**src/rtl/writeback_unit_if.sv**
```systemverilog
// MEM/WB to writeback bundle, plus the decode read ports and the fetch/flags outputs.
// The master side drives the pipeline inputs; the slave side is the writeback unit.
interface writeback_unit_if #(
    parameter int DATA_W = 32
);
    logic              RegWriteW;
    logic              MemtoRegW;
    logic              FlagsWriteW;
    logic [DATA_W-1:0] ReadDataW;
    logic [DATA_W-1:0] ALUOutW;
    logic [3:0]        WA3W;
    logic [3:0]        ALUFlagsW;
    logic [3:0]        RA1D;
    logic [3:0]        RA2D;
    logic [DATA_W-1:0] PCPlus8D;
    logic [DATA_W-1:0] ResultW;
    logic [DATA_W-1:0] RD1D;
    logic [DATA_W-1:0] RD2D;
    logic [3:0]        FlagsQ;
    logic              PCWriteW;
    logic [31:0]       RetireCnt;

    modport master (
        output RegWriteW, MemtoRegW, FlagsWriteW,
        output ReadDataW, ALUOutW, WA3W, ALUFlagsW,
        output RA1D, RA2D, PCPlus8D,
        input  ResultW, RD1D, RD2D, FlagsQ, PCWriteW, RetireCnt
    );

    modport slave (
        input  RegWriteW, MemtoRegW, FlagsWriteW,
        input  ReadDataW, ALUOutW, WA3W, ALUFlagsW,
        input  RA1D, RA2D, PCPlus8D,
        output ResultW, RD1D, RD2D, FlagsQ, PCWriteW, RetireCnt
    );
endinterface

```
**src/rtl/writeback_unit.sv**
```systemverilog
// Writeback stage: result select, R0-R14 register file with write-through reads, NZCV flags.
// Defining WB_RETIRE_CNT_EN adds a 32-bit commit counter on RetireCnt.
module writeback_unit #(
    parameter int DATA_W = 32,
    parameter int NREGS  = 15
) (
    input logic             clk,
    input logic             rst,
    writeback_unit_if.slave wb
);
    localparam logic [3:0] PC_IDX = 4'd15;

    logic [DATA_W-1:0] regs [NREGS];
    logic [DATA_W-1:0] result;
    logic [DATA_W-1:0] rd1;
    logic [DATA_W-1:0] rd2;
    logic [3:0]        flags;
    logic              reg_we;

    // R15 is the PC: never stored, reported to fetch instead
    always_comb begin
        result = wb.MemtoRegW ? wb.ReadDataW : wb.ALUOutW;
        reg_we = wb.RegWriteW && (wb.WA3W != PC_IDX);
    end

    assign wb.ResultW  = result;
    assign wb.PCWriteW = wb.RegWriteW && (wb.WA3W == PC_IDX);

    always_comb begin
        rd1 = '0;
        unique case (1'b1)
            wb.RA1D == PC_IDX:            rd1 = wb.PCPlus8D;
            reg_we && wb.WA3W == wb.RA1D: rd1 = result;
            default:                      rd1 = regs[wb.RA1D];
        endcase
    end

    always_comb begin
        rd2 = '0;
        unique case (1'b1)
            wb.RA2D == PC_IDX:            rd2 = wb.PCPlus8D;
            reg_we && wb.WA3W == wb.RA2D: rd2 = result;
            default:                      rd2 = regs[wb.RA2D];
        endcase
    end

    assign wb.RD1D = rd1;
    assign wb.RD2D = rd2;

    always_ff @(posedge clk or negedge rst) begin
        if (!rst) begin
            for (int i = 0; i < NREGS; i++) begin
                regs[i] <= '0;
            end
        end else if (reg_we) begin
            regs[wb.WA3W] <= result;
        end
    end

    always_ff @(posedge clk or negedge rst) begin
        if (!rst) begin
            flags <= 4'b0000;
        end else if (wb.FlagsWriteW) begin
            flags <= wb.ALUFlagsW;
        end
    end

    assign wb.FlagsQ = flags;

`ifdef WB_RETIRE_CNT_EN
    logic [31:0] retire_cnt;

    always_ff @(posedge clk or negedge rst) begin
        if (!rst) begin
            retire_cnt <= '0;
        end else if (wb.RegWriteW || wb.FlagsWriteW) begin
            retire_cnt <= retire_cnt + 32'd1;
        end
    end

    assign wb.RetireCnt = retire_cnt;
`else
    assign wb.RetireCnt = '0;
`endif

endmodule

```
**src/flat_wrapper.sv**
```systemverilog
// flat-port wrapper written by rule: the top's interface ports become plain ports
module writeback_unit_flat 
#(
    parameter int DATA_W = 32,
    parameter int NREGS  = 15
)
  (clk, rst, wb_RegWriteW, wb_MemtoRegW, wb_FlagsWriteW, wb_ReadDataW, wb_ALUOutW, wb_WA3W, wb_ALUFlagsW, wb_RA1D, wb_RA2D, wb_PCPlus8D, wb_ResultW, wb_RD1D, wb_RD2D, wb_FlagsQ, wb_PCWriteW, wb_RetireCnt);
  writeback_unit_if #(.DATA_W(DATA_W)) wb_i ();
  input logic clk;
  input logic rst;
  input wire logic [$bits(wb_i.RegWriteW)-1:0] wb_RegWriteW;
  input wire logic [$bits(wb_i.MemtoRegW)-1:0] wb_MemtoRegW;
  input wire logic [$bits(wb_i.FlagsWriteW)-1:0] wb_FlagsWriteW;
  input wire logic [$bits(wb_i.ReadDataW)-1:0] wb_ReadDataW;
  input wire logic [$bits(wb_i.ALUOutW)-1:0] wb_ALUOutW;
  input wire logic [$bits(wb_i.WA3W)-1:0] wb_WA3W;
  input wire logic [$bits(wb_i.ALUFlagsW)-1:0] wb_ALUFlagsW;
  input wire logic [$bits(wb_i.RA1D)-1:0] wb_RA1D;
  input wire logic [$bits(wb_i.RA2D)-1:0] wb_RA2D;
  input wire logic [$bits(wb_i.PCPlus8D)-1:0] wb_PCPlus8D;
  output wire logic [$bits(wb_i.ResultW)-1:0] wb_ResultW;
  output wire logic [$bits(wb_i.RD1D)-1:0] wb_RD1D;
  output wire logic [$bits(wb_i.RD2D)-1:0] wb_RD2D;
  output wire logic [$bits(wb_i.FlagsQ)-1:0] wb_FlagsQ;
  output wire logic [$bits(wb_i.PCWriteW)-1:0] wb_PCWriteW;
  output wire logic [$bits(wb_i.RetireCnt)-1:0] wb_RetireCnt;
  assign wb_i.RegWriteW = wb_RegWriteW;
  assign wb_i.MemtoRegW = wb_MemtoRegW;
  assign wb_i.FlagsWriteW = wb_FlagsWriteW;
  assign wb_i.ReadDataW = wb_ReadDataW;
  assign wb_i.ALUOutW = wb_ALUOutW;
  assign wb_i.WA3W = wb_WA3W;
  assign wb_i.ALUFlagsW = wb_ALUFlagsW;
  assign wb_i.RA1D = wb_RA1D;
  assign wb_i.RA2D = wb_RA2D;
  assign wb_i.PCPlus8D = wb_PCPlus8D;
  assign wb_ResultW = wb_i.ResultW;
  assign wb_RD1D = wb_i.RD1D;
  assign wb_RD2D = wb_i.RD2D;
  assign wb_FlagsQ = wb_i.FlagsQ;
  assign wb_PCWriteW = wb_i.PCWriteW;
  assign wb_RetireCnt = wb_i.RetireCnt;
  writeback_unit #(.DATA_W(DATA_W), .NREGS(NREGS)) u_core (.clk(clk), .rst(rst), .wb(wb_i));
endmodule
```
**config.mk**
```make
export PLATFORM = sky130hd
export DESIGN_NAME = writeback_unit_flat
export DESIGN_NICKNAME = d
export VERILOG_FILES = /design/src/rtl/writeback_unit_if.sv /design/src/rtl/writeback_unit.sv /design/src/flat_wrapper.sv
export SDC_FILE = /design/constraint.sdc
export NUM_CORES = 1
export LEC_CHECK = 0
export ABC_AREA = 1
export CAP_MARGIN = 10
export CORE_MARGIN = 2
export CORE_UTILIZATION = 45
export DETAILED_ROUTE_END_ITERATION = 6
export PLACE_DENSITY = 0.76
export SYNTH_ARGS = -nofsm -noshare
export SYNTH_HDL_FRONTEND = slang
export SYNTH_SLANG_ARGS = --single-unit
```
**constraint.sdc**
```tcl
create_clock -name clk -period 3.5 [get_ports clk]
set_input_delay 0.7 -clock clk [delete_from_list [all_inputs] [get_ports clk]]
set_output_delay 0.7 -clock clk [all_outputs]
set_load 0.02 [all_outputs]
```
---- Word-level counts from Yosys, hierarchy flattened ----
Cells that the tools add are included.
word-level totals
  bits in read-only memories .............. 0
  logic and storage cells ................. 46
  register bits ........................... 484
  bits in writable memories ............... 0
  memories ................................ 0
  bits in latches ......................... 0
  input port bits ......................... 117
operators by class
  shifts and indexed selects .............. 0
  order comparisons ....................... 4
  mux-type cells .......................... 12
  reduce and logical (&&, ||, !) cells .... 5
  equal/unequal tests ..................... 6
  bitwise gates (word level) .............. 3
  divide/modulo/power cells ............... 0
  add/subtract/negate cells ............... 0
  multiply operators ...................... 0
operators with widths
  cell                                                                  number
  480-bit bitwise mux                                                   1
  32-bit binary-select mux with 4-bit select                            2
  32-bit 2-to-1 mux                                                     6
  32-bit demux with 4-bit select                                        1
  32-bit case mux with 2 select lines                                   2
  5-bit >= comparator, second input constant                            3
  4-bit NOT with 5-bit output                                           3
  4-bit == test, second input constant                                  3
  4-bit == test                                                         2
  1-bit logical AND                                                     5
  5-bit by 1-bit < comparator with 1-bit output, second input constant  1
  4-bit != test, second input constant                                  1

---- Logic depth before layout (Yosys ltp) ----
Gate-level depths: netlist of run 1.
  depth in word-level cells ............... 6
  gate-level depth with buffers ........... 11
  gate-level depth less buffers ........... 9

---- Worst setup path after synthesis of run 1 ----
OpenSTA, ideal clock, no wires.
  kind .................................... input to output
  from .................................... in wb_RA1D[0]
  to ...................................... out wb_RD1D[11]
  path buffers ............................ 2
  arrival ................................. 1852 ps
  stages on the path ...................... 8
  slack ................................... 948 ps
  data required time ...................... 2800 ps
  cell sequence ........................... buf_4 > xor2_1 > a21oi_2 > clkbuf_1 > nand3_1 > nand2_1 > inv_1 > nand2_1
on the way
  cells in the longest elaborated chain, start to end .. 5
ends and longest elaborated chain
  item                                                  line                  source
  from (decl)                                           flat_wrapper.sv:18    input wire logic [$bits(wb_i.RA1D)-1:0] wb_RA1D;
  4-bit NOT with 5-bit output (implied by the code)     writeback_unit.sv:34  default: rd1 = regs[wb.RA1D];
  32-bit binary-select mux with 4-bit select            writeback_unit.sv:34
  32-bit 2-to-1 mux (implied by the code) (2 in a row)  writeback_unit.sv:34
  32-bit case mux with 2 select lines *                 writeback_unit.sv:31  unique case (1'b1)
  to (decl)                                             flat_wrapper.sv:22    output wire logic [$bits(wb_i.RD1D)-1:0] wb_RD1D;
Every way passes the cells marked *; elsewhere a longest branch is shown, timed or not. The select of a mux whose other input is x is not followed.

---- Final worst setup path of run 1 ----
  from .................................... in wb_MemtoRegW
  to ...................................... out wb_ResultW[0]
on the way
  cells in the longest elaborated chain, start to end .. 1
ends and longest elaborated chain
  item               line                  source
  from (decl)        flat_wrapper.sv:12    input wire logic [$bits(wb_i.MemtoRegW)-1:0] wb_MemtoRegW;
  32-bit 2-to-1 mux  writeback_unit.sv:22  result = wb.MemtoRegW ? wb.ReadDataW : wb.ALUOutW;
  to (decl)          flat_wrapper.sv:21    output wire logic [$bits(wb_i.ResultW)-1:0] wb_ResultW;
Every way passes these cells.

==> impl_summary.txt, run 1 <==
----------------------------------------------------
[Outcome]
  Run status ... complete, no violations

[STA]
  Final-report setup violation count ... 0
  Worst clock skew ... 0 ns
  Slew Limit Headroom ... 0.416
  RSZ-0062 raised after global routing ... no
  Max Clock Freq ... 0.292 GHz
  Crit share post-route ... 0.980
  Worst-Margin Slew ... 0.876 ns
  Tmin final ... around 3.4 ns
  Worst hold slack after final layout ... roughly 0.15 ns
  Final Max Tran Viols ... 0
  Least setup slack across all paths after layout ... 0.0707 ns
  Fin. Hold Viols ... 0

[Clock network]
  Root buffer cell ... clkbuf_16
  Skew-Pair Late Insertion Delay ... 0.61 ns
  Maximum buffer depth of the clock tree ... 3
  CTS Hold Bufs ... 0
  Number of buffers created by CTS ... between 50 and 60
  Clock-pin slew reported for the worst setup and hold paths after clock tree synthesis ... around 0.06 ns
  CTS tree ... done
  TritonCTS Sinks ... 484
  Max H-tree Level ... 2

[Worst setup path]
  Register-to-register path setup slack ... 2.68 ns
  CP max FO ... 11
  Critical setup path kind ... in -> out
  Critical Path End Type ... primary output
  Worst endpoint required time ... about 2.8 ns
  Worst-case reg-to-reg path depth ... 1
  Data arrival time at the worst-slack endpoint ... roughly 2.7 ns
  Reg2reg start ... u_core.regs[28]$_DFFE_PN0P_
  Worst reg2reg endpoint ... u_core.regs[28]$_DFFE_PN0P_
  Nature of the critical path startpoint ... primary input

[Yosys]
  Proportion of synthesized flip-flops having asynchronous set or reset ... 1.00
  Synthesized instance count ... approximately 4600
  Count of state elements after synthesis ... 484
  Sequential fraction of the synthesis area ... 0.399
  Count of flip-flops with a built-in enable after synthesis ... 0
  Number of distinct library cell variants in the gate-level netlist after synthesis ... 24
  Main synth FF type ... dfrtp_1
  Mapped cell area ... 0.0304 mm^2
  Yosys synthesis warning count ... 0
  Post-synthesis area per instance ... roughly 6.6 um^2

[Power]
  Total leakage power ... about 18 nW
  Power density cells ... 520 mW/mm^2
  Post-layout power ... around 0.019 W
  Maximum resistive drop on vdd ... between 0.3 and 0.4 mV

[Die]
  Die outline area ... about 0.070 mm^2
  IO Count ... 250
  Die width ... roughly 260 um
  Y dimension of the die ... about 260 um
  Standard-cell row count ... 95
  Core area ... roughly 0.067 mm^2
  Effective utilization at floorplan ... 0.453

[Final layout]
  Leading cell types in the layout, fill and taps excluded ... 1688 x nand2_1, 874 x nand3_1, 534 x inv_1
  Proportion of layout cells with a drive suffix above 1 ... 0.0839
  Leading cell type in the layout, fill and taps excluded ... nand2_1
  Area added between synthesis and finish ... 19.1%
  Final-stage net count ... 4845
  Count of filler cells inserted in the layout ... ~6500

[Routing]
  Routed vias/inst ... roughly 5.7
  Routed Antenna Nets ... 0
  DRC violations left ... 0
  DR vias ... between 30000 and 40000
  DR WL/cell ... a little over 20 um
  Number of DRC markers after the initial detailed-route iteration ... between 4000 and 5000
  1st-pass router iterations ... 6
  Total wirelength of the detailed-routed design ... around 120000 um

[Worst hold path]
  Hold crit path type ... in -> async

[Placed design]
  DPL Wire Length ... 74000 um
  Number of buffer cells added on primary ports ... ~220
  GPL Wtd Cong ... roughly 0.93
  DP Worst Slack ... -0.211 ns

[GRT]
  Global router's overall resource usage ... 0.331
  Overflow left after global routing ... 0
  Number of global-route vias before repair ... around 30000
  First-pass GRT wire length ... around 180000 um
  Pin count of the biggest net entering global routing ... 94
  Initial antenna violation count ... 5

[Flow run]
  Max-Cap Viols ... 0

----------------------------------------------------
-- worst max path at each step --
stage,cells after the start,to,slack (ns),from
2_1_floorplan,8,wb_RD1D[11],0.95,wb_RA1D[0]
3_3_place_gp,10,wb_RD1D[21],-0.19,wb_WA3W[0]
3_5_place_dp,10,wb_RD1D[20],-0.21,wb_WA3W[0]
4_1_cts,6,wb_ResultW[11],0.003,wb_MemtoRegW
5_1_grt,10,wb_RD2D[28],0.02,wb_WA3W[1]
6_report,6,wb_ResultW[0],0.07,wb_MemtoRegW
-- state kept, by name (all words and copies together), names as in the netlist --
signal	count
u_core.regs	480
u_core.wb.FlagsQ	4
-- metrics by stage --
stage | util | instance area [um^2] | std cells | TNS (ns)
floorplan | - | 30500 | 4630 | 0
CTS | 0.539 | 36100 | 5638 | 0
finish | 0.539 | 36100 | 5643 | 0
detailed placement | 0.513 | 34400 | 5542 | -10.03
global route | 0.539 | 36100 | 5641 | 0
global placement | 0.513 | 34400 | 5542 | -8.35
-- worst max-delay path, cell delays in order --
cell	delay [ns]
clkdlybuf4s50_1	0.50
buf_12	0.14
buf_12	0.13
mux2_2	0.46
buf_4	0.19
clkdlybuf4s50_1	0.60
-- per-layer routing --
layer,global-route usage,vias to the layer above,part of all wire,wire [um]
met3,0.0783,447,0.13,15700
met1,0.434,14800,0.37,43200
met5,0,-,0.00022,26
li1,-,14700,-,-
met4,0.200,4,0.068,7880
met2,0.496,2238,0.43,49800
-- cells in the mapped netlist, types with 4 or more instances --
cell type  number  area [um^2]
o21ai_0       448         2240
buf_1          37          139
xnor2_1         4         35.0
nand2_1      1688         6340
clkbuf_1      112          420
inv_2           5         18.8
nor2_4          4         45.0
mux2_1         11          124
nand3b_1       10         75.1
buf_2         198          991
nand3_1       874         4370
nor2_2         13         81.3
a21oi_2         4         35.0
o211ai_1       23          173
inv_1         538         2020
dfrtp_1       484        12100
mux2_2         57          642
buf_4          33          248
nor2_1         49          184
-- cell families (layout without fill, tap and decap cells) --
group	Yosys count	after routing	synth area share
simple gates	2641	2641	0.367
other cells	1	35	0.000124
compound gates	476	476	0.0810
buf+inv	923	1060	0.126
xor+xnor	6	6	0.00173
mux	68	68	0.0252
flops	484	484	0.399
-- repair_timing --
| action | in CTS | in global routing |
|---|---|---|
| resized for setup | 71 | 4 |
| hold endpoints to repair | 0 | 0 |
| setup buffers | 1 | 2 |
| pin swaps | 1 | 0 |
| endpoints found under the setup margin | 64 | 4 |
| cloned | 0 | 0 |
-- where the power goes --
group          total [W]  switching [W]  internal, W
logic            0.00547        0.00359      0.00188
registers        0.00745       0.000497      0.00696
clock network    0.00588        0.00242      0.00346
total             0.0188        0.00651       0.0123
-- layout make-up --
cell class | instances | area, um^2 | share of cell area
antenna | 3 | 7.51 | 0.000208
multi-input combinational | 3223 | 14600 | 0.405
clock inverter | 18 | 221 | 0.00613
inverter | 543 | 2050 | 0.0568
timing repair buffer | 422 | 4460 | 0.123
sequential | 484 | 12100 | 0.335
tap | 873 | 1090 | 0.0302
clock buffer | 77 | 1570 | 0.0434
(Power assumes the default switching activity.)
==> run 2, diff against run 1 <==
--- a/config.mk
+++ b/config.mk
@@ -7,10 +7,13 @@
 export LEC_CHECK = 0
 export ABC_AREA = 1
 export CAP_MARGIN = 10
+export CELL_PAD_IN_SITES_DETAIL_PLACEMENT = 2
+export CELL_PAD_IN_SITES_GLOBAL_PLACEMENT = 2
 export CORE_MARGIN = 2
-export CORE_UTILIZATION = 45
+export CORE_UTILIZATION = 35
 export DETAILED_ROUTE_END_ITERATION = 6
-export PLACE_DENSITY = 0.76
+export HOLD_SLACK_MARGIN = 0.1
+export PLACE_DENSITY = 0.95
 export SYNTH_ARGS = -nofsm -noshare
 export SYNTH_HDL_FRONTEND = slang
 export SYNTH_SLANG_ARGS = --single-unit
==> run 2 against run 1 <==
Global-route usage up 10 points. Cell count increased by 5.2%. Non-clock buffer count is 2 lower. Highest routed layer unchanged. Sequential cell count is the same. Clock skew did not move. Design area rose by 1.9%. Sequential share of layout area fell by 0.63 points. Combinational power rose by 25%. Fmax shrank 1.3%. Worst hold slack improved by 0.38 ns. Sequential power increased by 6.4%. Total power is 15% higher.
==> impl_summary.txt, run 2 (synthesized netlist as in run 1, its figures left out) <==
----------------------------------------------------
[Worst setup path]
  Capturing element of the worst setup path ... wb_RD1D[30]
  CP startpoint ... wb_WA3W[2]
  Worst endpoint required time ... about 2.8 ns
  Reg2reg start ... u_core.regs[357]$_DFFE_PN0P_
  Cell chain of the critical path ... clkdlybuf4s50_1, buf_4, xnor2_1, nand2_1, nor2_4, buf_12, a21oi_4, buf_6, nand2_1, nand2_1, dlygate4sd2_1
  Dominant cell type by count on the critical path ... nand2_1
  Nature of the critical path startpoint ... primary input
  Worst-case reg-to-reg path depth ... 2
  Worst-path cell with the longest stage delay ... clkdlybuf4s50_1
  Worst reg2reg endpoint ... u_core.regs[357]$_DFFE_PN0P_
  CP max FO ... 7
  Register-to-register path setup slack ... 1.80 ns
  Cell depth of the worst setup path ... 11
  Cell family contributing the most delay on the critical path ... buffers and inverters
  Buf/Inv on CP ... 5
  Critical Path End Type ... primary output
  Data arrival time at the worst-slack endpoint ... 2.77 ns
  Stage delay of the slowest cell on the critical path ... 0.48 ns
  Critical setup path kind ... in -> out

[Die]
  Die width ... about 300 um
  IO Count ... between 200 and 300
  Y dimension of the die ... 299 um
  Die outline area ... just under 0.09 mm^2
  Core area ... roughly 0.086 mm^2
  Standard-cell row count ... 108
  Effective utilization at floorplan ... 0.352

[STA]
  Crit share post-route ... 0.992
  Final Max Tran Viols ... 0
  Sum Neg Setup Slack ... 0 ns
  Slew Limit Headroom ... 0.201
  Tmin final ... approximately 3.5 ns
  Worst-Margin Slew ... ~1.2 ns
  Final-report setup violation count ... 0
  Fin. Hold Viols ... 0
  RSZ-0062 raised after global routing ... yes
  Worst clock skew ... 0 ns
  Max Clock Freq ... about 0.29 GHz

[Power]
  Post-layout power ... 0.0216 W
  Power density cells ... roughly 590 mW/mm^2
  Maximum resistive drop on vdd ... just under 0.4 mV
  Total leakage power ... 17.9 nW

[GRT]
  Pin count of the biggest net entering global routing ... between 60 and 70
  First-pass GRT wire length ... approximately 300000 um
  Overflow left after global routing ... 0
  Initial antenna violation count ... 11
  Global router's overall resource usage ... 0.435
  Number of global-route vias before repair ... roughly 43000

[Clock network]
  Root buffer cell ... clkbuf_16
  Clock-pin slew reported for the worst setup and hold paths after clock tree synthesis ... about 0.06 ns
  Maximum buffer depth of the clock tree ... 3
  Number of buffers created by CTS ... 58
  Max H-tree Level ... 2
  TritonCTS Sinks ... a little under 500
  CTS tree ... done
  Skew-Pair Late Insertion Delay ... roughly 0.67 ns

[Worst hold path]
  Hold crit path type ... reg -> reg

[Final layout]
  Final-stage net count ... just under 5000
  Leading cell types in the layout, fill and taps excluded ... 1688 x nand2_1, 874 x nand3_1, 534 x inv_1
  Final core utilization ... 0.427
  Area taken by flip-flops and latches ... about 0.012 mm^2
  Area occupied by multi-input gates ... roughly 0.015 mm^2
  Proportion of layout cells with a drive suffix above 1 ... 0.0971
  Register name with the most flops ... u_core.regs
  Leading cell type in the layout, fill and taps excluded ... nand2_1
  Max FFs per register ... 480
  Area added between synthesis and finish ... 21.3%
  Count of filler cells inserted in the layout ... between 9000 and 10000

[Routing]
  1st-pass router iterations ... 6
  Number of DRC markers after the initial detailed-route iteration ... roughly 4400
  DR vias ... ~38000
  Routed vias/inst ... between 6 and 7
  DRC violations left ... 0
  DR WL/cell ... 33.4 um
  Total wirelength of the detailed-routed design ... about 200000 um
  Routed Antenna Nets ... 0

[Placed design]
  DPL Wire Length ... 112000 um
  Number of buffer cells added on primary ports ... around 220
  GPL Wtd Cong ... between 0.8 and 0.9

[Flow run]
  Max-Cap Viols ... 0

[Outcome]
  Run status ... complete, no violations

----------------------------------------------------
## run 2: cell count changes in the layout (fill, tap and decap cells not counted), moves of 2 or more
cell | previous run | this run
clkbuf_16 | 55 | 59
buf_12 | 67 | 89
clkdlybuf4s15_1 | 1 | 3
clkbuf_1 | 11 | 7
dlygate4sd2_1 | 62 | 8
clkdlybuf4s15_2 | 0 | 5
inv_2 | 5 | 3
clkinv_2 | 11 | 21
clkbuf_2 | 1 | 38
buf_2 | 2 | 13
clkdlybuf4s50_1 | 134 | 136
buf_4 | 146 | 117
clkinv_4 | 0 | 2
bufinv_16 | 5 | 8
## run 2: worst reg2reg max path: cells and delay by family (launching register included)
family                 cells  cell delay, ns
AO/OA/AOI/OAI              1            0.93
flip-flops                 1            0.45
buffers and inverters      1            0.09
## run 2: layout make-up
| class | count | share of cell area |
|---|---|---|
| flip-flops and latches | 484 | 0.329 |
| well taps | 1155 | 0.0392 |
| diodes | 3 | 0.000204 |
| repair buffers | 420 | 0.124 |
| clock inverters | 32 | 0.0102 |
| inverters | 543 | 0.0559 |
| multi-input cells | 3223 | 0.397 |
| clock buffers | 76 | 0.0445 |
## run 2: power by group
group	switching (W)	internal [W]	total [W]
clock network	0.00299	0.00388	0.00687
registers	0.000960	0.00697	0.00793
logic	0.00497	0.00188	0.00685
## run 2: worst min path at each step
stage / startpoint / to / slack (ns) / cells after the start
after floorplan: rst / u_core.regs[0]$_DFFE_PN0P_ / 0.40 / 0
final: u_core.wb.FlagsQ[2]$_DFFE_PN0P_ / u_core.wb.FlagsQ[2]$_DFFE_PN0P_ / 0.53 / 1
after global routing: u_core.wb.FlagsQ[2]$_DFFE_PN0P_ / u_core.wb.FlagsQ[2]$_DFFE_PN0P_ / 0.54 / 1
after CTS: u_core.wb.FlagsQ[2]$_DFFE_PN0P_ / u_core.wb.FlagsQ[2]$_DFFE_PN0P_ / 0.54 / 1
after global placement: u_core.wb.FlagsQ[3]$_DFFE_PN0P_ / u_core.wb.FlagsQ[3]$_DFFE_PN0P_ / 0.49 / 1
after detailed placement: u_core.regs[23]$_DFFE_PN0P_ / u_core.regs[23]$_DFFE_PN0P_ / 0.51 / 1
## run 2: per-layer routing
| metal | vias to the layer above | track usage | part of all wire |
|---|---|---|---|
| li1 | 14600 | - | - |
| met1 | 19200 | 0.527 | 0.37 |
| met2 | 2841 | 0.674 | 0.45 |
| met3 | 1063 | 0.118 | 0.11 |
| met4 | 8 | 0.303 | 0.076 |
| met5 | - | 0 | 0.00025 |
## run 2: repair_timing
action                     4_1_cts  5_1_grt
hold buffers                     1        0
hold endpoints to repair        55        0
pin swaps                        2        2
resized for setup              115       85
setup endpoints to repair       64       60
buffers inserted                 3        4
## run 2: stage by stage
step | hold slack [ns] | cell area [um^2] | std cells | setup slack (ns)
final | 0.525 | 36800 | 5936 | 0.0273
after global placement | 0.492 | 35000 | 5817 | -0.271
after global routing | 0.538 | 36800 | 5934 | -0.00148
after detailed placement | 0.515 | 35000 | 5817 | -0.409
after CTS | 0.538 | 37000 | 5929 | -0.000738
after floorplan | 0.404 | 30500 | 4630 | 0.948
